[src/rtl/lcd_hd44780_ctrl.sv]
// HD44780 character-LCD write controller; macro LCD_INIT_EN adds power-on wait + 4-command init.
// Latency: EN rises T_SETUP cycles after accept, ready returns after T_SETUP+T_PULSE+T_HOLD+exec wait.
// Backpressure: o_ready is high only in IDLE; the requester holds i_valid until accepted.
module lcd_hd44780_ctrl #(
    parameter int T_SETUP     = 4,
    parameter int T_PULSE     = 12,
    parameter int T_HOLD      = 4,
    parameter int T_EXEC      = 2000,
    parameter int T_EXEC_LONG = 82000,
    parameter int T_POWERUP   = 750000
) (
    input  logic        i_clk,
    input  logic        i_reset,
    input  logic        i_valid,
    input  logic        i_rs,
    input  logic [7:0]  i_data,
    output logic        o_ready,
    output logic        o_init_done,
    output logic [31:0] o_io_lcd
);

    function automatic int at_least_1(input int v);
        return (v < 1) ? 1 : v;
    endfunction

    function automatic int max2(input int a, input int b);
        return (a > b) ? a : b;
    endfunction

    localparam int P_SETUP     = at_least_1(T_SETUP);
    localparam int P_PULSE     = at_least_1(T_PULSE);
    localparam int P_HOLD      = at_least_1(T_HOLD);
    localparam int P_EXEC      = at_least_1(T_EXEC);
    localparam int P_EXEC_LONG = at_least_1(T_EXEC_LONG);
    localparam int P_POWERUP   = at_least_1(T_POWERUP);
    localparam int P_MAX = max2(max2(max2(P_SETUP, P_PULSE), max2(P_HOLD, P_EXEC)),
                                max2(P_EXEC_LONG, P_POWERUP));
    localparam int CW = $clog2(P_MAX + 1);

    typedef logic [CW-1:0] cnt_t;

    typedef enum logic [2:0] {
`ifdef LCD_INIT_EN
        POWERUP,
        INIT_ISSUE,
`endif
        IDLE,
        SETUP,
        PULSE,
        HOLD,
        EXEC
    } state_t;

`ifdef LCD_INIT_EN
    localparam state_t RST_STATE = POWERUP;
`else
    localparam state_t RST_STATE = IDLE;
`endif

    state_t     state, state_nxt;
    cnt_t       cnt;
    cnt_t       lim;
    cnt_t       exec_len;
    logic       rs_q;
    logic [7:0] data_q;
    logic       on_q;
    logic       init_done;
    logic       ld_req;
    logic       long_cmd;

    assign long_cmd = !rs_q && (data_q inside {8'h01, 8'h02, 8'h03});
    assign exec_len = long_cmd ? cnt_t'(P_EXEC_LONG) : cnt_t'(P_EXEC);

`ifdef LCD_INIT_EN
    logic [1:0] idx;
    logic       ld_init;
    logic       idx_inc;
    logic       set_done;
    logic [7:0] init_byte;
    cnt_t       exec_len_init;

    // The INIT_ISSUE cycle is taken out of the preceding wait, so init pacing
    // is exactly T_POWERUP / Texec between commands.
    assign exec_len_init = long_cmd ? cnt_t'(max2(P_EXEC_LONG - 1, 1))
                                    : cnt_t'(max2(P_EXEC - 1, 1));

    always_comb begin
        case (idx)
            2'd0:    init_byte = 8'h38;
            2'd1:    init_byte = 8'h0C;
            2'd2:    init_byte = 8'h01;
            default: init_byte = 8'h06;
        endcase
    end
`endif

    always_comb begin
        state_nxt = state;
        lim       = cnt_t'(1);
        ld_req    = 1'b0;
`ifdef LCD_INIT_EN
        ld_init   = 1'b0;
        idx_inc   = 1'b0;
        set_done  = 1'b0;
`endif
        case (state)
`ifdef LCD_INIT_EN
            POWERUP: begin
                lim = cnt_t'(max2(P_POWERUP - 1, 1));
                if (cnt == lim - cnt_t'(1)) state_nxt = INIT_ISSUE;
            end
            INIT_ISSUE: begin
                ld_init   = 1'b1;
                state_nxt = SETUP;
            end
`endif
            IDLE: begin
                if (i_valid && o_ready) begin
                    ld_req    = 1'b1;
                    state_nxt = SETUP;
                end
            end
            SETUP: begin
                lim = cnt_t'(P_SETUP);
                if (cnt == lim - cnt_t'(1)) state_nxt = PULSE;
            end
            PULSE: begin
                lim = cnt_t'(P_PULSE);
                if (cnt == lim - cnt_t'(1)) state_nxt = HOLD;
            end
            HOLD: begin
                lim = cnt_t'(P_HOLD);
                if (cnt == lim - cnt_t'(1)) state_nxt = EXEC;
            end
            EXEC: begin
                lim = exec_len;
`ifdef LCD_INIT_EN
                if (!init_done && idx != 2'd3) lim = exec_len_init;
                if (cnt == lim - cnt_t'(1)) begin
                    if (!init_done && idx != 2'd3) begin
                        idx_inc   = 1'b1;
                        state_nxt = INIT_ISSUE;
                    end else begin
                        set_done  = !init_done;
                        state_nxt = IDLE;
                    end
                end
`else
                if (cnt == lim - cnt_t'(1)) state_nxt = IDLE;
`endif
            end
            default: state_nxt = RST_STATE;
        endcase
    end

    always_ff @(posedge i_clk or negedge i_reset) begin
        if (!i_reset) begin
            state <= RST_STATE;
            cnt   <= '0;
        end else begin
            state <= state_nxt;
            cnt   <= (state_nxt != state || state == IDLE) ? '0 : cnt + cnt_t'(1);
        end
    end

    always_ff @(posedge i_clk or negedge i_reset) begin
        if (!i_reset) begin
            rs_q      <= 1'b0;
            data_q    <= 8'h00;
            on_q      <= 1'b0;
            init_done <= 1'b0;
`ifdef LCD_INIT_EN
            idx       <= 2'd0;
`endif
        end else begin
            on_q <= 1'b1;
            if (ld_req) begin
                rs_q   <= i_rs;
                data_q <= i_data;
            end
`ifdef LCD_INIT_EN
            if (ld_init) begin
                rs_q   <= 1'b0;
                data_q <= init_byte;
            end
            if (idx_inc)  idx       <= idx + 2'd1;
            if (set_done) init_done <= 1'b1;
`else
            init_done <= 1'b1;
`endif
        end
    end

    assign o_ready     = (state == IDLE) && init_done;
    assign o_init_done = init_done;
    assign o_io_lcd    = {on_q, 20'b0, (state == PULSE), rs_q, 1'b0, data_q};

endmodule

[config.mk]
export PLATFORM = sky130hd
export DESIGN_NAME = lcd_hd44780_ctrl
export DESIGN_NICKNAME = d
export VERILOG_FILES = /design/src/rtl/lcd_hd44780_ctrl.sv
export SDC_FILE = /design/constraint.sdc
export NUM_CORES = 1
export LEC_CHECK = 0
export BUFFER_PORTS_ARGS = -buffer_cell sky130_fd_sc_hd__buf_2
export CAP_MARGIN = 20
export CORE_UTILIZATION = 47
export DETAILED_ROUTE_END_ITERATION = 10
export PLACE_DENSITY = 0.75
export RECOVER_POWER = 25
export SKIP_LAST_GASP = 1
export SLEW_MARGIN = 20
export SYNTH_ARGS = -nofsm -noshare
export SYNTH_HDL_FRONTEND = slang
export SYNTH_SLANG_ARGS = --single-unit
[constraint.sdc]
create_clock -name i_clk -period 1.7 [get_ports i_clk]
set_input_delay 0.085 -clock i_clk [delete_from_list [all_inputs] [get_ports i_clk]]
set_output_delay 0.085 -clock i_clk [all_outputs]
set_load 0.005 [all_outputs]
### Word level (Yosys, flattened, before mapping)

Cells that the tools add are included.

| word-level totals | value |
|---|---|
| bits of input ports | 12 |
| flip-flop bits (word level) | 33 |
| output and inout bits | 34 |
| logic and storage cells | 35 |

| operators by class | value |
|---|---|
| mux-type cells | 10 |
| reduce and logical (&&, ||, !) cells | 7 |
| equality and inequality tests | 11 |
| add/subtract/negate cells | 2 |

Operators by type and width:

| kind | number |
|---|---|
| $add A20 B1 Y20 const B | 1 |
| $eq A20 B2 Y1 const B | 1 |
| $eq A20 B20 Y1 | 1 |
| $eq A20 B4 Y1 const B | 1 |
| $mux W20 | 1 |
| $sub A17 B1 Y18 const B | 1 |
| $mux W17 | 1 |
| $eq A8 B2 Y1 const B | 2 |
| $mux W3 | 5 |
| $pmux W3 S5 | 1 |
| $eq A8 B1 Y1 const B | 1 |
| $eq A3 B2 Y1 const B | 2 |
| $eq A3 B1 Y1 const B | 1 |
| $eq A3 B3 Y1 const B | 1 |
| $logic_and A1 B1 Y1 | 3 |
| $logic_not A3 Y1 | 1 |
| $ne A3 B3 Y1 | 1 |
| $reduce_bool A3 Y1 | 1 |
| $mux W1 | 2 |
| $logic_not A1 Y1 | 1 |
| $logic_or A1 B1 Y1 | 1 |

### Logic depth before layout (Yosys ltp)

Gate-level depths: netlist of the first run.

| depth | value |
|---|---|
| depth after elaboration | 11 |
| depth in mapped cells | 7 |
| mapped depth without buffers | 6 |

### Worst setup path after synthesis of the first run

OpenSTA, ideal clock, no wires.

| timing | value |
|---|---|
| kind | flip-flop to flip-flop |
| start | register cnt[18] |
| end | register cnt[4] |
| data arrival time | 1674 ps |
| buffers on the path | 1 |
| period minus slack after synthesis | 1793 ps |
| setup time | 119 ps |
| path slack | -93 ps |
| cell stages (with the launch flop) | 7 |
| data required time | 1581 ps |
| cells stage by stage | dfrtp_1 > nor4_2 > nand4_2 > o31ai_4 > a31o_2 > buf_6 > nor2_1 |

| on the way | value |
|---|---|
| cells in the longest elaborated chain, start to end | 6 |
| elaborated cells on any way between the ends | 11 |
| those cells by class | 4 x eq/ne; 6 x mux; 1 x reduce/logical |

Ends and longest elaborated chain:

| item | line | RTL |
|---|---|---|
| start, declared | 61 | `cnt_t cnt;` |
| start signal, assigned | 162 | `cnt <= (state_nxt != state \|\| state == IDLE) ? '0 : cnt + cnt_t'(1);` |
| $eq A20 B20 Y1, or another cell as far along | 149 | `if (cnt == lim - cnt_t'(1)) state_nxt = IDLE;` |
| $mux W3, on equally long branches | -- |  |
| $pmux W3 S5 * | 106 | `case (state)` |
| $ne A3 B3 Y1 * | 162 |  |
| $logic_or A1 B1 Y1 * | 162 |  |
| $mux W20 * | 162 |  |

Every way passes the cells marked *; elsewhere a longest branch is shown, timed or not.
A chain may end at the register's enable or synchronous reset.

### Final worst setup path of the first run

| timing | value |
|---|---|
| start | register cnt[10] |
| end | register cnt[6] |

Same word-level chain as after synthesis.

==> out/metrics.yaml, run 1 <==
global_route:
  grt_max_degree: 34
  grt_overflow_total: 0
  track_usage_pct: 18.8
  antenna_found_initial: 0
  grt_pass1_wl_mm: 5.84
  grt_pass1_vias: 1287
logic_synthesis:
  synth_largest_area_cell: "dfrtp_1"
  yosysSeqAreaShare_pct: 45.0
  synthSimpleGateAreaFrac_pct: 21.3
  synth_top_family_by_area: "simple AND/OR/NAND/NOR gates"
  synthArstFlopShare_pct: 100
  syn_area_per_cell_sq_um: 10.1
  ys_ff_latch: 33
  yosys-top-cells-area: "dfrtp_1 (45%), buf_4 (9.4%), mux2_2 (6.1%), nor2_1 (5.7%), xnor2_1 (5.2%)"
  synth-edff-count: 0
  muxShareOfSynthArea_pct: 6.68
  syn_area_sq_um: 1840
  synth_flop_cell: "dfrtp_1"
  yosys_warnings: 0
  synthDistinctLibCells: 38
  netlist.area_leader.share_pct: 45.0
  yosys.area_share.adder_pct: 0.682
  synth_cells: 182
  synth-compound-area-share_pct: 5.11
  synth_xor_area_share_pct: 9.07
sta:
  rsz0062_at_grt: "true"
  fin_crit_ps: 1740
  slew_viol_final: 0
  finalSetupViolCount: 12
  period_share_pct: 102
  max-slew-margin-rel_pct: 47.3
  layout_setup_ws_ps: -39.6
  setup_tns_ps: -240
  skew_ps: 3.42
  final_hold_viol_count: 0
  max_slew.worst_pin.slew_ps: 791
  max_freq_mhz: 575
power_and_ir_drop:
  p_switching_w: 0.000325
  p_int_w: 0.00127
  clkPwrFrac_pct: 48.2
  power_frac_seq_pct: 49.2
  combPwrFrac_pct: 2.6
  leakagePower_nw: 1.16
  power.density_nw_per_um2: 672
  swShare_pct: 20.3
  power.total_w: 0.00160
  peakVddDrop_uv: 459
min_path:
  hold_class: "primary input to flip-flop"
  min_from: "i_data[1]"
layout:
  final_util_pct: 64.1
  nNetsFinal: 247
  n_antenna_cell: 0
  fin_area_sq_um: 2380
  syn_to_final_growth_pct: 29.7
  drive_gt1_share_pct: 41.7
floorplan:
  fp.dieH_um: 64.5
  io_pins: 46
  core_sq_um: 3720
  num_rows: 22
  dieArea_sq_um: 4160
  start_util_pct: 49.4
  die_width_um: 64.5
placed_design:
  detailed_place.area_sq_um: 2060
  io_buffers: 24
  routabilityCongestion: 0.794
  dp_hpwl_mm: 2.44
  dp_slack_ps: -25.3
clock_network:
  cts_tree: "built"
  cts_sinks: 33
  numCtsBuffers: 5
  cts-root-buf: "clkbuf_8"
  insertion_delay_ps: 290
  clkTransAtPathRegs_ps: 70
  htree_levels: 2
  ctsLongestPathBuffers: 2
job:
  maxCapViolations: 0
route:
  detail_route.vias_per_cell: 4.99
  drc: 0
  first_pass_iters: 4
  route.antenna.remaining_nets: 0
  vias: 1411
  dr.first_iter.drc_count: 78
  wl_per_cell_um: 13.1
  totalWireLength_mm: 3.70
run_status:
  status: "complete, but fails checks"
  violations: "setup timing"
worst_setup_path:
  end_kind: "flip-flop"
  reg2reg_from: "cnt[10]"
  crit_fanout: 5
  cp.arrival_ps: 1920
  critPathKind: "flip-flop to flip-flop"
  startpoint_type: "flip-flop"
  crit_path_start: "cnt[10]"
  cp.required_ps: 1880
==> final cells by class <==
| type | count | area [sq um] |
|---|---|---|
| Fill cell | 289 | 1340 |
| Multi-Input combinational cell | 138 | 1010 |
| Sequential cell | 33 | 828 |
| Timing Repair Buffer | 53 | 354 |
| Clock buffer | 6 | 82.6 |
| Tap cell | 48 | 60.1 |
| Clock inverter | 2 | 37.5 |
| Inverter | 3 | 11.3 |
==> cells by family after synthesis <==
group,count (synthesis)
AND/OR/NAND/NOR,73
flip-flops,33
buffers and inverters,32
XOR/XNOR,19
AO/OA/AOI/OAI,11
multiplexers,11
other,2
adder cells (fa/ha/maj),1
==> repair_timing <==
action / 4_1_cts / 5_1_grt
cloned: 1 / 1
resized for setup: 2 / 34
buffers inserted: 0 / 5
setup endpoints to repair: 12 / 32
hold buffers: 1 / 0
pin swaps: 15 / 13
endpoints found under the hold margin: 33 / 0
==> path summary, 6_finish.rpt <==
kind                                   to  slack, ps  cells past startpoint
worst max-delay path               cnt[6]        -40                      5
min in group asynchronous         cnt[13]        420                      2
worst min-delay path            data_q[1]         20                      2
max in group asynchronous          cnt[7]        730                      2
worst min register to register     cnt[0]        530                      2
worst max register to register     cnt[6]        -40                      5
==> layout by cell type (no fill, tap or decap), drive strengths merged, types with 3 or more instances in the layout <==
cell type   n
buf        50
nand3       9
nor2       28
clkbuf      8
nand4       6
conb       22
xnor2      11
and3        4
nand2       8
inv         3
mux2       10
and4        3
dfrtp      33
nor4        4
nor3        4
xor2        8
==> worst max-delay path, stage by stage (launching register included) <==
cell and delay (ps):
dfrtp_1 430, nor4_4 370, nand4_2 190, o31ai_4 340, a31o_2 240, nor2_1 60
==> metal layers <==
metal / share of wire, % / track usage [%] / up-vias
li1: - / - / 683
met1: 45 / 25.1 / 681
met3: 4.1 / 4.93 / 7
met5: 0 / 0 / -
met2: 49 / 29.1 / 40
met4: 1.5 / 7.22 / 0
==> metrics by stage <==
step	cells	hold slack, ps
3_3_place_gp	267	176
6_report	283	21.3
4_1_cts	277	17.2
2_1_floorplan	202	-211
5_1_grt	283	18.6
3_5_place_dp	267	182
==> power groups by stage <==
stage	sequential, W	combinational (W)	clock, W
floorplan	0.000802	0.0000477	0
global placement	0.000802	0.0000402	0
detailed placement	0.000802	0.0000409	0
CTS	0.000787	0.0000427	0.000780
global route	0.000786	0.0000505	0.000822
finish	0.000787	0.0000416	0.000771
==> cell usage after synthesis, drive strengths merged, types with 2 or more instances <==
| cell | number |
|---|---|
| nor3b | 2 |
| clkbuf | 4 |
| dfrtp | 33 |
| buf | 25 |
| o31ai | 2 |
| and3 | 4 |
| nor3 | 4 |
| nor4 | 4 |
| a311oi | 2 |
| nand2 | 8 |
| nand3 | 9 |
| xor2 | 8 |
| nand4 | 6 |
| conb | 2 |
| and2 | 2 |
| a21oi | 2 |
| mux2 | 10 |
| xnor2 | 11 |
| nor2 | 28 |
| inv | 3 |
| and4 | 3 |
==> flip-flops by register name, summed over array words and instances (netlist names) <==
register / count
data_q: 8
cnt: 20
state: 3
o_init_done: 1
rs_q: 1
Power figures use the tool's default switching activity.
==> run 2: changes to the inputs <==
- PLACE_DENSITY: 0.75 -> not set
- PLACE_DENSITY_LB_ADDON: not set -> 0.2
==> run 2 against run 1 <==
Compared with the run above: cell area decreased by 7.8%; clock-buffer cell count stayed put; critical path type unchanged; total power down 13%; clock skew rose by 4.1 ps; sequential cell count did not move; combinational power about the same; the run now ends clean; highest routed layer unchanged; die area did not move.
==> out/metrics.yaml, run 2 (synthesis results as in run 1) <==
run_status:
  status: "complete, no violations"  # was complete, but fails checks
floorplan:
  die_width_um: 64.5  # unchanged
  core_sq_um: 3720  # unchanged
  start_util_pct: 49.4  # unchanged
  fp.dieH_um: 64.5  # unchanged
  num_rows: 22  # unchanged
  dieArea_sq_um: 4160  # unchanged
  io_pins: 46  # unchanged
clock_network:
  clkTransAtPathRegs_ps: 70  # about the same
  cts-root-buf: "clkbuf_8"  # unchanged
  insertion_delay_ps: 290  # about the same
  numCtsBuffers: 5  # unchanged
  ctsLongestPathBuffers: 2  # unchanged
  cts_tree: "built"  # unchanged
  htree_levels: 2  # unchanged
  cts_sinks: 33  # unchanged
global_route:
  track_usage_pct: 19.1  # was 18.8%
  grt_overflow_total: 0  # unchanged
  grt_pass1_vias: 1321  # was 1287
  antenna_found_initial: 0  # unchanged
  grt_pass1_wl_mm: 6.03  # was 5.84 mm
  grt_max_degree: 34  # unchanged
route:
  wl_per_cell_um: 12.6  # was 13.1 um
  first_pass_iters: 4  # unchanged
  drc: 0  # unchanged
  dr.first_iter.drc_count: 19  # was 78
  route.antenna.remaining_nets: 0  # unchanged
  totalWireLength_mm: 3.47  # was 3.70 mm
  detail_route.vias_per_cell: 4.88  # was 4.99
  vias: 1347  # was 1411
layout:
  multi_input_area_sq_um: 917  # was 1010 sq um
  n_antenna_cell: 0  # unchanged
  nNetsFinal: 240  # was 247
  syn_to_final_growth_pct: 19.6  # was 29.7%
  layout_commonest_cell: "dfrtp_1"  # unchanged
  layout_common_cells: "dfrtp_1 (32), nor2_1 (28), conb_1 (22), buf_2 (22), buf_4 (21)"  # was dfrtp_1 (31), buf_4 (24), conb_1 (22), buf_2 (22), nor2_1 (18)
  fillCellCount: 318  # was 289
  top_register: "cnt"  # unchanged
  seq_area_sq_um: 827  # was 828 sq um
  largest_reg_flops: 20  # unchanged
  drive_gt1_share_pct: 32.5  # was 41.7%
  largest_registers: "cnt (20), data_q (8), state (3)"  # unchanged
power_and_ir_drop:
  power.density_nw_per_um2: 630  # was 672 nW/um^2
  leakagePower_nw: 1.11  # was 1.16 nW
  peakVddDrop_uv: 388  # was 459 uV
worst_setup_path:
  cp.required_ps: 1860  # was 1880 ps
  crit_fanout: 3  # was 5
  end_kind: "flip-flop"  # unchanged
  max_stage_delay_ps: 430  # about the same
  cp.arrival_ps: 1850  # was 1920 ps
  critPathSlowestCell: "dfrtp_2"  # was dfrtp_1
  critPathKind: "flip-flop to flip-flop"  # unchanged
  path_cells: "nor4_4 > buf_4 > nand3_1 > mux2_4 > o211ai_1 > o21ai_1"  # was nor4_4 > nand4_2 > o31ai_4 > a31o_2 > nor2_1
  reg2reg_from: "cnt[10]"  # unchanged
  startpoint_type: "flip-flop"  # unchanged
  r2r_cells: 6  # was 5
  r2r_slack_ps: 20  # was -40 ps
  r2r_end: "state[2]"  # was cnt[6]
sta:
  skew_ps: 7.57  # was 3.42 ps
  timing.hold.ws_ps: 25.3  # was 21.3 ps
  fin_crit_ps: 1680  # was 1740 ps
  finalSetupViolCount: 0  # was 12
  max-slew-margin-rel_pct: 45.9  # was 47.3%
  final_hold_viol_count: 0  # unchanged
  max_freq_mhz: 595  # was 575 MHz
  period_share_pct: 98.9  # was 102%
  max_slew.worst_pin.slew_ps: 812  # was 791 ps
  rsz0062_at_grt: "true"  # unchanged
  slew_viol_final: 0  # unchanged
  setup_tns_ps: 0  # was -240 ps
placed_design:
  io_buffers: 24  # unchanged
  routabilityCongestion: 0.812  # was 0.794
  dp_hpwl_mm: 2.59  # was 2.44 mm
min_path:
  hold_path_end: "rs_q"  # was data_q[1]
  min_from: "i_rs"  # was i_data[1]
  hold_depth: 2  # unchanged
  hold_class: "primary input to flip-flop"  # unchanged
job:
  maxCapViolations: 0  # unchanged
## run 2: cell types whose count changed in the layout (fill, tap and decap cells not counted), moves of 2 or more
cell	change
clkinv_2	+2
xor2_2	-2
buf_6	-3
nor2_2	-6
nor2_1	+10
nor2_4	-4
xor2_1	+2
buf_4	-3
## run 2: repair_timing
action                                 4_1_cts  5_1_grt
hold buffers                                 1        0
resized for setup                            3        9
setup endpoints to repair                    3       27
endpoints found under the hold margin       33        0
pin swaps                                    2        6
buffers inserted                             0        1
## run 2: layout make-up
| type | instances | area share, % |
|---|---|---|
| multi-input combinational | 137 | 41.8 |
| timing repair buffer | 47 | 13.6 |
| clock inverter | 2 | 0.456 |
| tap | 48 | 2.74 |
| clock buffer | 6 | 3.30 |
| inverter | 3 | 0.513 |
| sequential | 33 | 37.7 |
## run 2: stage by stage
stage,power [W],utilization [%],setup slack [ps],cell area (sq um),std cells
2_1_floorplan,0.000850,-,-35.9,1920,202
3_3_place_gp,0.000842,55.2,-13.9,2050,266
3_5_place_dp,0.000843,55.2,-4.69,2050,266
4_1_cts,0.00141,58.0,10.7,2160,275
5_1_grt,0.00144,59.1,-59.3,2200,276
6_report,0.00138,59.1,18.4,2200,276
## run 2: how the worst max path moves through the flow
stage	start	to	slack [ps]	cells after the start
after floorplan	cnt[8]	cnt[4]	-40	6
after global placement	data_q[3]	state[2]	-10	5
after detailed placement	cnt[13]	cnt[14]	-5	5
after CTS	cnt[0]	cnt[14]	10	6
after global routing	cnt[10]	state[2]	-60	6
final	cnt[10]	state[2]	20	6
## run 2: routing by layer
metal / wire length [um] / vias up / global-route usage [%]
met1: 1600 / 641 / 23.2
met4: 72 / 0 / 9.17
li1: - / 666 / -
met3: 115 / 7 / 3.70
met5: 0 / - / 0
met2: 1680 / 33 / 32.5
## run 2: worst max-delay path: cells and delay by family (launching register included)
kind | cells | cell delay [ps]
muxes | 1 | 270
DFF | 1 | 430
AOI/OAI and AO/OA | 2 | 270
buffers and inverters | 1 | 170
and+or+nand+nor | 2 | 420
## run 2: power breakdown
group | internal, W | total, W | switching [W] | leakage, nW
clock network | 0.000283 | 0.000555 | 0.000272 | 0.0450
logic | 0.0000119 | 0.0000418 | 0.0000299 | 0.634
registers | 0.000787 | 0.000787 | 0.000000816 | 0.432
total | 0.00108 | 0.00138 | 0.000302 | 1.11
==> run 3: changes to the inputs <==
- PLACE_DENSITY: not set -> 0.73
- PLACE_DENSITY_LB_ADDON: 0.2 -> not set
- SKIP_CTS_REPAIR_TIMING: not set -> 1
==> run 3 against run 2 <==
Compared with the run above: the run now ends with setup timing left; register-to-register slack worse by 50 ps; setup slack worse by 47 ps; via count is 2.6% higher; sequential share of layout area is 1.5 points lower; highest routed layer unchanged.
==> out/metrics.yaml, run 3 (synthesis results as in run 1) <==
run_status:
  status: "complete, but fails checks"  # was complete, no violations
  violations: "setup timing"
route:
  drc: 0  # unchanged
  totalWireLength_mm: 3.85  # was 3.47 mm
  route.antenna.remaining_nets: 0  # unchanged
  vias: 1382  # was 1347
  first_pass_iters: 4  # unchanged
  dr.first_iter.drc_count: 86  # was 19
  detail_route.vias_per_cell: 4.92  # was 4.88
  wl_per_cell_um: 13.7  # was 12.6 um
sta:
  skew_ps: 6.46  # was 7.57 ps
  final_hold_viol_count: 0  # unchanged
  fin_crit_ps: 1730  # was 1680 ps
  layout_setup_ws_ps: -28.3  # was 18.4 ps
  max-slew-margin-rel_pct: 46.6  # was 45.9%
  finalSetupViolCount: 15  # was 0
  slew_viol_final: 0  # unchanged
  period_share_pct: 102  # was 98.9%
  max_slew.worst_pin.slew_ps: 801  # was 812 ps
  rsz0062_at_grt: "true"  # unchanged
  max_freq_mhz: 579  # was 595 MHz
placed_design:
  dp_hpwl_mm: 2.52  # was 2.59 mm
  routabilityCongestion: 0.825  # was 0.812
  detailed_place.area_sq_um: 2060  # was 2050 sq um
  io_buffers: 24  # unchanged
  dpl.cell_count: 267  # was 266
  dp_slack_ps: -55.6  # was -4.69 ps
global_route:
  grt_pass1_wl_mm: 5.78  # was 6.03 mm
  antenna_found_initial: 0  # unchanged
  grt_max_degree: 34  # unchanged
  track_usage_pct: 18.5  # was 19.1%
  grt_overflow_total: 0  # unchanged
  grt_pass1_vias: 1291  # was 1321
worst_setup_path:
  end_kind: "flip-flop"  # unchanged
  cp.arrival_ps: 1900  # was 1850 ps
  startpoint_type: "flip-flop"  # unchanged
  critPathKind: "flip-flop to flip-flop"  # unchanged
  cp.required_ps: 1870  # was 1860 ps
  crit_fanout: 6  # was 3
floorplan:
  dieArea_sq_um: 4160  # unchanged
  start_util_pct: 49.4  # unchanged
  core_sq_um: 3720  # unchanged
  num_rows: 22  # unchanged
  die_width_um: 64.5  # unchanged
  io_pins: 46  # unchanged
  fp.dieH_um: 64.5  # unchanged
layout:
  largest_registers: "cnt (20), data_q (8), state (3)"  # unchanged
  fin_cells: 281  # was 276
  layout_commonest_cell: "dfrtp_1"  # unchanged
  n_antenna_cell: 0  # unchanged
  syn_to_final_growth_pct: 24.5  # was 19.6%
  fin_area_sq_um: 2290  # was 2200 sq um
  largest_reg_flops: 20  # unchanged
  top_register: "cnt"  # unchanged
  drive_gt1_share_pct: 37.3  # was 32.5%
  layout_common_cells: "dfrtp_1 (32), buf_4 (25), nor2_1 (24)"  # was dfrtp_1 (32), nor2_1 (28), conb_1 (22), buf_2 (22), buf_4 (21)
  nNetsFinal: 245  # was 240
power_and_ir_drop:
  p_int_w: 0.00108  # about the same
  swShare_pct: 22.3  # was 21.9%
  combPwrFrac_pct: 3.0  # about the same
  leakagePower_nw: 1.13  # was 1.11 nW
  p_switching_w: 0.000310  # was 0.000302 W
  clkPwrFrac_pct: 40.5  # was 40.1%
  power_frac_seq_pct: 56.5  # was 56.9%
  power.total_w: 0.00139  # was 0.00138 W
  power.density_nw_per_um2: 609  # was 630 nW/um^2
  peakVddDrop_uv: 460  # was 388 uV
clock_network:
  cts_tree: "built"  # unchanged
  clkTransAtPathRegs_ps: 70  # about the same
  cts_sinks: 33  # unchanged
  ctsLongestPathBuffers: 2  # unchanged
  insertion_delay_ps: 280  # was 290 ps
  numCtsBuffers: 5  # unchanged
  cts-root-buf: "clkbuf_8"  # unchanged
  htree_levels: 2  # unchanged
job:
  maxCapViolations: 0  # unchanged
min_path:
  hold_class: "primary input to flip-flop"  # unchanged
run 3: cell count changes in the layout (fill, tap and decap cells not counted), moves of 2 or more:
cell      delta
a311oi_2     +2
nor2_2       +4
nor2_1       -4
a311oi_1     -2
buf_4        +4
run 3: path summary, 6_finish.rpt:
path	start	end	slack [ps]	depth (start not counted)
max	cnt[7]	cnt[6]	-30	5
min	i_data[2]	data_q[2]	30	2
max reg2reg	cnt[7]	cnt[6]	-30	5
min reg2reg	data_q[0]	data_q[0]	530	1
max in group asynchronous	i_reset	cnt[7]	700	2
min in group asynchronous	i_reset	rs_q	450	2
run 3: cell type report:
cell class	count	area, sq um
Fill cell	319	1430
Multi-Input combinational cell	138	977
Sequential cell	33	827
Timing Repair Buffer	51	328
Clock buffer	6	72.6
Tap cell	48	60.1
Inverter	3	11.3
Clock inverter	2	10.0
run 3: worst max-delay path, cell delays in order (launching register included):
cell	delay [ps]
dfrtp_2	440
nor4_4	350
nand4_2	180
o31ai_4	380
a31o_4	210
nor2_1	70
run 3: metrics by stage:
stage	hold slack, ps	util, %	TNS [ps]
global placement	178	55.4	-204
global route	24.3	61.5	-2620
finish	25.8	61.5	-165
CTS	-124	57.6	-659
detailed placement	182	55.4	-516
floorplan	-211	-	-355
run 3: power groups by stage:
stage	clock network [W]	logic (W)	registers [W]
2_1_floorplan	0	0.0000477	0.000802
3_3_place_gp	0	0.0000402	0.000802
3_5_place_dp	0	0.0000408	0.000802
4_1_cts	0.000574	0.0000409	0.000787
5_1_grt	0.000619	0.0000505	0.000786
6_report	0.000564	0.0000417	0.000787
run 3: per-layer routing:
metal	track usage (%)	up-vias	share of wire [%]
met5	0	-	0
met4	8.06	0	1.4
met3	4.23	5	3.3
met2	30.3	37	51
met1	23.3	658	45
li1	-	682	-
